## config.mk

```make
export PLATFORM = sky130hd
export DESIGN_NAME = ftsd_scan
export DESIGN_NICKNAME = d
export VERILOG_FILES = /design/src/rtl/ftsd_scan.sv
export SDC_FILE = /design/constraint.sdc
export NUM_CORES = 1
export LEC_CHECK = 0
export ABC_AREA = 1
export CAP_MARGIN = 20
export CORE_MARGIN = 10
export CORE_UTILIZATION = 45
export DETAILED_ROUTE_END_ITERATION = 16
export PLACE_DENSITY = 0.66
export SETUP_SLACK_MARGIN = 0.02
export SYNTH_ARGS = -nofsm -noshare
export SYNTH_HDL_FRONTEND = slang
export SYNTH_SLANG_ARGS = --single-unit
```

## constraint.sdc

```tcl
create_clock -name clk -period 3.3 [get_ports clk]
set_clock_uncertainty 0.1 [all_clocks]
set_input_delay 0.33 -clock clk [delete_from_list [all_inputs] [get_ports clk]]
set_output_delay 0.33 -clock clk [all_outputs]
set_load 0.01 [all_outputs]
```

## src/rtl/ftsd_scan.sv

```systemverilog
// Multi-digit 14-segment scan driver with frame-synchronous double-buffered loading,
// per-digit blanking and leading-zero suppression. Optional blinking via `FTSD_BLINK_EN.
`ifndef FTSD_BIT_WIDTH
`define FTSD_BIT_WIDTH 15
`define FTSD_ZERO  15'h7FC0
`define FTSD_ONE   15'h7FF9
`define FTSD_TWO   15'h7FA4
`define FTSD_THREE 15'h7FB0
`define FTSD_FOUR  15'h7F99
`define FTSD_FIVE  15'h7F92
`define FTSD_SIX   15'h7F82
`define FTSD_SEVEN 15'h7FF8
`define FTSD_EIGHT 15'h7F80
`define FTSD_NINE  15'h7F90
`define FTSD_A     15'h7F88
`define FTSD_B     15'h7F83
`define FTSD_C     15'h7FC6
`define FTSD_D     15'h7FA1
`define FTSD_E     15'h7F86
`define FTSD_F     15'h7F8E
`endif

module ftsd_scan #(
    parameter int NUM_DIGITS = 4,
    parameter int SCAN_DIV = 50000,
    parameter int DIV_WIDTH = 16,
    parameter logic [`FTSD_BIT_WIDTH-1:0] BLANK_PATTERN = 15'h7FFF
`ifdef FTSD_BLINK_EN
    ,
    parameter int BLINK_FRAMES = 64
`endif
) (
    input  logic                        clk,
    input  logic                        rst,
    input  logic [4*NUM_DIGITS-1:0]     in_data,
    input  logic                        load,
    input  logic [NUM_DIGITS-1:0]       blank_mask,
`ifdef FTSD_BLINK_EN
    input  logic [NUM_DIGITS-1:0]       blink_mask,
`endif
    input  logic                        lz_blank_en,
    output logic [NUM_DIGITS-1:0]       ftsd_ctl,
    output logic [`FTSD_BIT_WIDTH-1:0]  display,
    output logic                        frame_done
);

    localparam int IDX_W = (NUM_DIGITS > 1) ? $clog2(NUM_DIGITS) : 1;

    logic [DIV_WIDTH-1:0]       count;
    logic [IDX_W-1:0]           idx;
    logic                       started;
    logic [4*NUM_DIGITS-1:0]    holding;
    logic [4*NUM_DIGITS-1:0]    active;
    logic                       pending;

    logic                       tick;
    logic                       last_digit;
    logic                       boundary;
    logic [IDX_W-1:0]           next_idx;
    logic [4*NUM_DIGITS-1:0]    next_active;
    logic [NUM_DIGITS-1:0]      lz_mask;
    logic [NUM_DIGITS-1:0]      next_ctl;
    logic [3:0]                 next_nibble;
    logic                       next_blank;
    logic [`FTSD_BIT_WIDTH-1:0] next_seg;

`ifdef FTSD_BLINK_EN
    logic [15:0]                frame_cnt;
    logic                       blink_phase;
`endif

    function automatic logic [`FTSD_BIT_WIDTH-1:0] decode_nibble(input logic [3:0] nib);
        case (nib)
            4'h0: decode_nibble = `FTSD_ZERO;
            4'h1: decode_nibble = `FTSD_ONE;
            4'h2: decode_nibble = `FTSD_TWO;
            4'h3: decode_nibble = `FTSD_THREE;
            4'h4: decode_nibble = `FTSD_FOUR;
            4'h5: decode_nibble = `FTSD_FIVE;
            4'h6: decode_nibble = `FTSD_SIX;
            4'h7: decode_nibble = `FTSD_SEVEN;
            4'h8: decode_nibble = `FTSD_EIGHT;
            4'h9: decode_nibble = `FTSD_NINE;
            4'hA: decode_nibble = `FTSD_A;
            4'hB: decode_nibble = `FTSD_B;
            4'hC: decode_nibble = `FTSD_C;
            4'hD: decode_nibble = `FTSD_D;
            4'hE: decode_nibble = `FTSD_E;
            default: decode_nibble = `FTSD_F;
        endcase
    endfunction

    assign tick       = (count == DIV_WIDTH'(SCAN_DIV - 1));
    assign last_digit = (idx == IDX_W'(NUM_DIGITS - 1));
    // The very first tick after reset only starts the scan; it is not a frame wrap.
    assign boundary   = tick && last_digit && started;
    assign next_idx   = (!started || last_digit) ? '0 : idx + 1'b1;

    // New frame data must already be visible to the digit-0 word registered at the wrap.
    always_comb begin
        next_active = active;
        if (boundary) begin
            if (load)
                next_active = in_data;
            else if (pending)
                next_active = holding;
        end
    end

    always_comb begin
        logic all_zero;
        all_zero    = 1'b1;
        lz_mask     = '0;
        next_ctl    = '1;
        next_nibble = 4'h0;
        next_blank  = 1'b0;
        for (int k = NUM_DIGITS - 1; k >= 1; k--) begin
            all_zero   = all_zero && (next_active[4*k +: 4] == 4'h0);
            lz_mask[k] = all_zero;
        end
        for (int k = 0; k < NUM_DIGITS; k++) begin
            if (k == int'(next_idx)) begin
                next_ctl[k] = 1'b0;
                next_nibble = next_active[4*k +: 4];
                next_blank  = blank_mask[k]
`ifdef FTSD_BLINK_EN
                              || (blink_phase && blink_mask[k])
`endif
                              || (lz_blank_en && lz_mask[k]);
            end
        end
        next_seg = next_blank ? BLANK_PATTERN : decode_nibble(next_nibble);
    end

    // Prescaler, scan index, double buffer and registered display outputs.
    always_ff @(posedge clk or posedge rst) begin
        if (rst) begin
            count      <= '0;
            idx        <= '0;
            started    <= 1'b0;
            holding    <= '0;
            active     <= '0;
            pending    <= 1'b0;
            ftsd_ctl   <= '1;
            display    <= BLANK_PATTERN;
            frame_done <= 1'b0;
        end else begin
            frame_done <= 1'b0;
            count      <= tick ? '0 : count + 1'b1;
            if (boundary) begin
                active  <= next_active;
                pending <= 1'b0;
                if (load)
                    holding <= in_data;
            end else if (load) begin
                holding <= in_data;
                pending <= 1'b1;
            end
            if (tick) begin
                started    <= 1'b1;
                idx        <= next_idx;
                ftsd_ctl   <= next_ctl;
                display    <= next_seg;
                frame_done <= boundary;
            end
        end
    end

`ifdef FTSD_BLINK_EN
    // Blink phase flips once every BLINK_FRAMES completed frames.
    always_ff @(posedge clk or posedge rst) begin
        if (rst) begin
            frame_cnt   <= '0;
            blink_phase <= 1'b0;
        end else if (boundary) begin
            if (frame_cnt == 16'(BLINK_FRAMES - 1)) begin
                frame_cnt   <= '0;
                blink_phase <= ~blink_phase;
            end else begin
                frame_cnt <= frame_cnt + 1'b1;
            end
        end
    end
`endif

endmodule

```

==> results of run 1 <==
[flip-flops by register name, indices dropped and copies added, names as in the netlist, 2 cells and up]
name      cells
count        16
ftsd_ctl      4
holding      16
active       16
display       7
idx           2
[power by group through the flow]
stage	logic [mW]	registers, mW	clock network (mW)
after floorplan	0.0698	0.823	0
after global placement	0.109	0.824	0
after detailed placement	0.111	0.825	0
after CTS	0.111	0.810	0.618
after global routing	0.125	0.812	0.662
final	0.109	0.811	0.607
[cell families after synthesis]
logic type / after synthesis / synth area share
buf+inv: 71 / 0.0885
compound gates: 36 / 0.0587
simple gates: 288 / 0.372
xor+xnor: 3 / 0.00734
fa+ha+maj: 6 / 0.0210
other cells: 1 / 0.00105
flops: 64 / 0.451
[area by class of cell]
| type | count | share of cell area |
|---|---|---|
| repair buffers | 41 | 0.0971 |
| clock inverters | 1 | 0.00119 |
| multi-input cells | 341 | 0.398 |
| flip-flops and latches | 64 | 0.384 |
| clock buffers | 15 | 0.0396 |
| well taps | 102 | 0.0304 |
| inverters | 55 | 0.0494 |
[per-stage QoR]
step / power, mW / instance area (um^2) / std cells
5_1_grt: 1.60 / 4200 / 619
3_5_place_dp: 0.935 / 4030 / 603
3_3_place_gp: 0.933 / 4030 / 603
2_1_floorplan: 0.893 / 3600 / 476
6_report: 1.53 / 4200 / 619
4_1_cts: 1.54 / 4200 / 619
[worst max-delay path: stages (launching register included)]
cell	delay (ns)
dfrtp_1	0.37
ha_1	0.20
nand3_2	0.16
nor2_4	0.18
nand4_2	0.36
nand2_2	0.17
nand2_1	0.09
nand2_1	0.10
nand4_1	0.17
ha_1	0.28
inv_1	0.09
nand3_1	0.09
nand3_1	0.09
nand3_1	0.07
nor2_1	0.13
nor2_1	0.05
[layout by cell type, fill, tap and decap left out, drive strengths merged, types with 2 or more instances in the layout]
cell,instances
a21boi,3
a21oi,12
buf,6
clkbuf,15
clkdlybuf4s50,35
clkinv,3
conb,8
dfrtp,53
dfstp,11
ha,6
inv,53
nand2,176
nand3,32
nand4,9
nor2,69
o21ai,14
o22ai,4
xor2,2
[path summary, 6_finish.rpt]
path / slack (ns) / endpoint / depth (start not counted)
setup / recovery: 0.53 / display[3]$_DFFE_PP1N_ / 15
min in group clk: 0.36 / count[0]$_DFF_PP0_ / 1
max in group asynchronous: 2.15 / display[5]$_DFFE_PP1N_ / 3
hold reg to reg: 0.36 / count[0]$_DFF_PP0_ / 1
hold / removal: 0.28 / holding[7]$_DFFE_PP0P_ / 2
setup reg to reg: 0.53 / display[3]$_DFFE_PP1N_ / 15
[layer usage]
layer  global-route usage  up-vias
met5                    0        -
met4               0.0474        0
met3               0.0431        6
met2                0.224       40
met1                0.176     1344
li1                     -     1522
==> impl_metrics.toml, run 1 <==
[outcome]
outcome = "finished clean"

[timing]
fin_crit_ns = 2.77
slew_violations = 0
tightest_slew_ns = 0.671
rsz0062_at_grt = "false"
hold_viol = 0
finalWorstSetupSlack_ns = 0.531
fmax_ghz = 0.361
timing.setup.tns_ns = 0
fin_worst_hold_slack_ns = 0.279
finalCritPeriodShare = 0.839
slew_headroom = 0.552
finalSetupViolCount = 0

[cts]
clk_path_buf_depth = 2
post_cts_buffers = 0
cts-htree-levels = 3
numCtsBuffers = 9
cts_tree = "built"
ctsResizeCount = 0
hold_buffers = 0
root_buffer = "clkbuf_8"
clk_pin_slew_worst_paths_ns = 0.07
clock_sinks = 64
clk_latency_ns = 0.34

[finish]
multi_input_area_mm2 = 0.00167
num-fill-cells = 710
syn2layout_area_growth_pct = 17.4
nNetsFinal = 542
layout-drive-gt1-share = 0.153
diodes = 0
final-seq-area_mm2 = 0.00162
final_util = 0.544

[yosys]
post_synth.cell_area_avg_um2 = 7.63
yosysSeqAreaShare = 0.451
synth_common_cells = "157 x nand2_1, 59 x nor2_1, 53 x dfrtp_1"
yosys_warnings = 0
synth_area_leader_cell = "dfrtp_1"
synth_ff_type = "dfrtp_1"
yosys.area.top_type_share = 0.371
synth_cells = 469
synth_cell_types = 37
yosysMostFrequentCell = "nand2_1"
ys_top_cells_by_area = "dfrtp_1 37%, nand2_1 16%, dfstp_2 8.1%"
async_flop_share = 1.00
synth_edf_count = 0
ys_ff_latch = 64
syn_area_mm2 = 0.00358

[die]
die_area_mm2 = 0.0119
start_util = 0.463
core_mm2 = 0.00773
die_h_um = 109
ios = 44
fp.dieW_um = 109
num_rows = 32

[grt]
grt_start_max_net_pins = 39
antenna_found_initial = 0
grt_pass1_wl_mm = 13.4
grt_pass1_vias = 2851
grt.overflow.total = 0
grtUsageTotal = 0.140

[drt]
drtAntennaViolNets = 0
topRoutingLayerUsed = "met4"
drt_pre_antenna_iters = 4
wl_per_cell_um = 12.3
drcViolationCount = 0
wl_met3_um = 336
met2WireLength_mm = 3.60
num_vias = 2912
wirelength_mm = 7.63
drt_iter0_drc = 118
via_per_inst = 4.70
wl_met1_mm = 3.61

[power]
power_frac_seq = 0.531
swShare = 0.236
p_clk_frac = 0.398
p_switching_uw = 361
powerDensity_mw_per_mm2 = 363
worst_ir_drop_vdd_uv = 170
comb_power_share = 0.071
p_int_mw = 1.17
p_leak_nw = 2.22

[critical_path]
crit_fanout = 15
start_kind = "flop"
critPathCaptureType = "flop"
r2r_start = "count[0]$_DFF_PP0_"
critPathLaunch = "count[0]$_DFF_PP0_"
required_ns = 3.47
arrival_ns = 2.94
criticalPathCategory = "flop to flop"

[placement]
dp_slack_ns = 0.354
portBuffers = 35
gp_congestion = 0.883
hpwlAfterDp_mm = 5.80

[min_path]
hp-class = "primary input to asynchronous set/reset pin"

[run]
cap_viol_max_count = 0
Note: power is estimated with default switching activity, not from simulation.
==> run 2: changes to the inputs <==
--- a/config.mk
+++ b/config.mk
@@ -10,7 +10,7 @@
 export CORE_MARGIN = 10
 export CORE_UTILIZATION = 45
 export DETAILED_ROUTE_END_ITERATION = 16
-export PLACE_DENSITY = 0.66
+export PLACE_DENSITY = 0.68
 export SETUP_SLACK_MARGIN = 0.02
 export SYNTH_ARGS = -nofsm -noshare
 export SYNTH_HDL_FRONTEND = slang
==> constraint.sdc (replaced) <==
create_clock -name clk -period 2.4 [get_ports clk]
set_clock_uncertainty 0.1 [all_clocks]
set_input_delay 0.24 -clock clk [delete_from_list [all_inputs] [get_ports clk]]
set_output_delay 0.24 -clock clk [all_outputs]
set_load 0.01 [all_outputs]
==> run 2 against run 1 <==
Against the previous run: the run now ends with negative setup slack left; worst setup slack got worse by 0.60 ns; clock power increased by 52%; routed wire length increased by 20%; largest power group unchanged; highest routed layer unchanged.
==> impl_metrics.toml, run 2 (synthesis results as in run 1) <==
[cts]
clk_pin_slew_worst_paths_ns = 0.07
cts-htree-levels = 3
numCtsBuffers = 9
cts_tree = "built"
clock_sinks = 64
root_buffer = "clkbuf_8"
clk_latency_ns = 0.34
clk_path_buf_depth = 2

[drt]
via_per_inst = 4.82
drcViolationCount = 0
wl_per_cell_um = 13.5
wirelength_mm = 9.17
drt_iter0_drc = 119
drt_pre_antenna_iters = 5
num_vias = 3262
drtAntennaViolNets = 0

[die]
die_h_um = 109
start_util = 0.463
fp.dieW_um = 109
ios = 44
core_mm2 = 0.00773
die_area_mm2 = 0.0119
num_rows = 32

[outcome]
outcome = "complete, but fails checks"
violations = "negative setup slack"

[finish]
reg_top3 = "active (16), count (16), holding (16)"
layout-drive-gt1-share = 0.320
mostFrequentLayoutCell = "nand2_1"
nNetsFinal = 600
layout_common_cells = "137 x nand2_1, 54 x buf_4, 53 x dfrtp_1"
syn2layout_area_growth_pct = 38.4
final_cells = 677
diodes = 0

[critical_path]
worstRegToRegCells = 15
crit_fanout = 5
required_ns = 2.58
critPathCaptureType = "flop"
arrival_ns = 2.64
start_kind = "flop"
criticalPathCategory = "flop to flop"

[power]
p_leak_nw = 2.56
worst_ir_drop_vdd_uv = 281
power_frac_seq = 0.506
comb_power_share = 0.076
swShare = 0.236
design_power_total_mw = 2.20
p_clk_frac = 0.418
p_int_mw = 1.68
p_switching_uw = 520
powerDensity_mw_per_mm2 = 445

[grt]
grt_pass1_vias = 3233
grtUsageTotal = 0.155
antenna_found_initial = 0
grt_pass1_wl_mm = 14.8
grt.overflow.total = 0
grt_start_max_net_pins = 27

[run]
cap_viol_max_count = 0

[timing]
finalSetupViolCount = 7
tightest_slew_ns = 0.608
hold_viol = 0
rsz0062_at_grt = "true"
finalCritPeriodShare = 1.03
slew_headroom = 0.594
finalWorstSetupSlack_ns = -0.0642
fin_crit_ns = 2.46
fmax_ghz = 0.406
slew_violations = 0

[placement]
place_inst = 651
gp_congestion = 0.854
hpwlAfterDp_mm = 6.54
dp_slack_ns = -0.195
portBuffers = 35

[min_path]
hp-class = "primary input to asynchronous set/reset pin"
[run 2: cell count changes in the layout (fill, tap and decap cells not counted), moves of 5 or more]
cell,before,now
nor2_4,6,15
ha_1,6,1
nand2_1,157,137
nand3_2,7,12
buf_6,0,6
nand2_2,19,39
nand3_1,24,17
nor2_1,59,48
buf_4,5,54
[run 2: final timing paths]
path | startpoint | end | slack (ns)
hold / removal | rst | started$_DFFE_PP0N_ | 0.20
max in group asynchronous | rst | count[6]$_DFF_PP0_ | 1.37
setup / recovery | count[0]$_DFF_PP0_ | display[5]$_DFFE_PP1N_ | -0.06
setup reg to reg | count[0]$_DFF_PP0_ | display[5]$_DFFE_PP1N_ | -0.06
min in group clk | in_data[3] | holding[3]$_DFFE_PP0P_ | 0.37
hold reg to reg | holding[11]$_DFFE_PP0P_ | holding[11]$_DFFE_PP0P_ | 0.37
[run 2: cell type report]
cell class | instances | area (um^2)
tap | 102 | 128
timing repair buffer | 98 | 883
sequential | 64 | 1620
inverter | 55 | 213
fill | 653 | 2770
clock inverter | 4 | 43.8
multi-input combinational | 342 | 1930
clock buffer | 12 | 145
[run 2: stage by stage]
step / TNS (ns) / utilization / area [um^2] / hold WS (ns)
after floorplan: 0 / - / 3600 / 0.270
after global placement: -0.920 / 0.572 / 4420 / 0.349
after detailed placement: -1.19 / 0.572 / 4420 / 0.355
after CTS: 0 / 0.616 / 4760 / 0.205
after global routing: -1.36 / 0.641 / 4950 / 0.232
final: -0.342 / 0.641 / 4950 / 0.199
[run 2: routing by layer]
metal	vias to the layer above	global-route usage	part of all wire
li1	1653	-	-
met4	0	0.0669	0.019
met2	66	0.267	0.51
met1	1528	0.179	0.44
met5	-	0	0
met3	15	0.0383	0.035
[run 2: worst max-delay path: stages, from the launching register on]
cell and delay [ns]:
dfrtp_1 0.40, ha_4 0.17, nand3_4 0.10, nor2_4 0.21
buf_6 0.13, nand4_4 0.13, nand2_2 0.11, nand2_2 0.06
nand2_2 0.07, nand4_1 0.19, ha_2 0.27, buf_4 0.14
nand3_1 0.07, nand3_1 0.08, nor2_1 0.12, nor2_1 0.04
[run 2: power groups by stage]
stage                     sequential (mW)  clock (mW)  combinational, mW
final                                1.12       0.921              0.168
after global routing                 1.12       0.989              0.190
after CTS                            1.12       0.936              0.168
after detailed placement             1.13           0              0.165
after global placement               1.13           0              0.162
after floorplan                      1.13           0             0.0960
[run 2: repair_timing]
action / CTS / global route
pin swaps: 14 / 25
hold buffers: 0 / 0
setup buffers: 4 / 5
gates cloned: 1 / 0
resized for setup: 29 / 42
setup endpoints to repair: 7 / 8
==> run 3: changes to the inputs <==
--- a/config.mk
+++ b/config.mk
@@ -6,11 +6,10 @@
 export NUM_CORES = 1
 export LEC_CHECK = 0
 export ABC_AREA = 1
-export CAP_MARGIN = 20
 export CORE_MARGIN = 10
 export CORE_UTILIZATION = 45
 export DETAILED_ROUTE_END_ITERATION = 16
-export PLACE_DENSITY = 0.68
+export PLACE_DENSITY = 0.8
 export SETUP_SLACK_MARGIN = 0.02
 export SYNTH_ARGS = -nofsm -noshare
 export SYNTH_HDL_FRONTEND = slang
==> run 3 against run 2 <==
Against the previous run: the run still ends with negative setup slack left; non-clock buffer count down 9; highest routed layer unchanged; largest power group unchanged; power up 4.8%; core utilization down 1.2 points; critical endpoint is now display[3]$_DFFE_PP1N_; cell area down 1.9%; via count about the same.
==> impl_metrics.toml, run 3 (synthesis results as in run 1) <==
[cts]
clk_latency_ns = 0.35
clock_sinks = 64
cts_tree = "built"
hold_buffers = 0
clk_path_buf_depth = 2
cts-htree-levels = 3
clk_pin_slew_worst_paths_ns = 0.07
root_buffer = "clkbuf_8"
numCtsBuffers = 9

[critical_path]
cp_slowest_cell = "dfrtp_1"
arrival_ns = 2.60
path_cells = "nor2_4, buf_6, nand2_4, nor2_4, nand3_4, buf_12, nor2_4, inv_2, nand2_2, nand2_2, nand4_1, ha_2, inv_2, nand3_2, nand3_1, nand3_1, nor2_1, nor2_1"
r2r_start = "count[4]$_DFF_PP0_"
path_delay_family = "simple AND/OR/NAND/NOR gates"
start_kind = "flop"
cp_num_cells = 18
criticalPathCategory = "flop to flop"
path_common_cell = "nor2_4"
path_buf_inv = 4
critPathCaptureType = "flop"
required_ns = 2.59
slowest_delay_ns = 0.41
crit_fanout = 8
critPathLaunch = "count[4]$_DFF_PP0_"
worstRegToRegCells = 18

[grt]
grt_use_met1 = 0.173
top_usage_layer = "met2"
antenna_found_initial = 0
grt_util_met2 = 0.260
grtUsageTotal = 0.151
grt_start_max_net_pins = 65
grtUsageMet3 = 0.0336
grt_pass1_vias = 3232
grt.overflow.total = 0
grt_pass1_wl_mm = 14.5

[placement]
gp_congestion = 0.889
portBuffers = 35
place_inst = 644
hpwlAfterDp_mm = 6.37

[drt]
drt_pre_antenna_iters = 4
via_per_inst = 4.88
wirelength_mm = 8.85
drtAntennaViolNets = 0
drt_iter0_drc = 163
num_vias = 3263
drcViolationCount = 0
wl_per_cell_um = 13.2

[timing]
finalSetupViolCount = 2
rsz0062_at_grt = "true"
fin_crit_ns = 2.41
timing.setup.tns_ns = -0.0159
slew_violations = 0
finalWorstSetupSlack_ns = -0.0123
fmax_ghz = 0.415
hold_viol = 0
finalCritPeriodShare = 1.01

[outcome]
violations = "negative setup slack"
outcome = "complete, but fails checks"

[power]
p_leak_nw = 2.53
worst_ir_drop_vdd_uv = 392
powerDensity_mw_per_mm2 = 475

[die]
die_area_mm2 = 0.0119
ios = 44
core_mm2 = 0.00773
fp.dieW_um = 109
die_h_um = 109
num_rows = 32
start_util = 0.463

[finish]
mostFrequentLayoutCell = "nand2_1"
diodes = 0
nNetsFinal = 591
final_cells = 668
layout-drive-gt1-share = 0.299
num-fill-cells = 630
reg_top3 = "active (16), count (16), holding (16)"
final_util = 0.629
syn2layout_area_growth_pct = 35.8
layout_common_cells = "137 x nand2_1, 53 x dfrtp_1, 51 x nor2_1"

[min_path]
hp-class = "primary input to asynchronous set/reset pin"

[run]
cap_viol_max_count = 0
-- run 3: path summary, 6_finish.rpt --
check                                     endpoint  slack (ns)
setup / recovery            display[3]$_DFFE_PP1N_       -0.01
hold / removal                 count[12]$_DFF_PP0_        0.17
setup reg to reg            display[3]$_DFFE_PP1N_       -0.01
hold reg to reg             holding[6]$_DFFE_PP0P_        0.37
max in group asynchronous   display[6]$_DFFE_PP1N_        1.70
min in group clk           holding[12]$_DFFE_PP0P_        0.35
-- run 3: what timing repair did --
action / 4_1_cts / 5_1_grt
pin swaps: 13 / 29
endpoints found under the setup margin: 7 / 8
buffers inserted: 3 / 4
cloned: 0 / 1
resized for setup: 29 / 32
-- run 3: final cells by class --
class / instances / area [um^2] / share of cell area
flip-flops and latches: 64 / 1620 / 0.332
multi-input cells: 342 / 1890 / 0.389
repair buffers: 89 / 801 / 0.165
inverters: 55 / 213 / 0.0438
clock buffers: 13 / 149 / 0.0306
clock inverters: 3 / 65.1 / 0.0134
well taps: 102 / 128 / 0.0263
-- run 3: power breakdown --
group / switching (mW) / leakage (nW) / internal, mW / total (mW)
clock: 0.416 / 0.108 / 0.613 / 1.03
sequential: 0.00893 / 0.803 / 1.11 / 1.12
combinational: 0.0941 / 1.62 / 0.0709 / 0.165
-- run 3: stage by stage --
stage	total power [mW]	instance area, um^2	setup slack, ns	hold WS, ns
floorplan	1.23	3600	0.0327	0.270
global placement	1.29	4360	-0.134	0.346
detailed placement	1.29	4360	-0.187	0.355
CTS	2.32	4710	-0.000544	0.194
global route	2.38	4860	-0.188	0.219
finish	2.31	4860	-0.0123	0.172
-- run 3: tightest hold or removal path: cells and delay by family --
family   cells  cell delay [ns]
buf+inv      3             0.78
-- run 3: per-layer routing --
metal  share of wire  up-vias
li1                -     1633
met1            0.42     1542
met2            0.51       68
met3           0.041       20
met4           0.028        0
met5               0        -
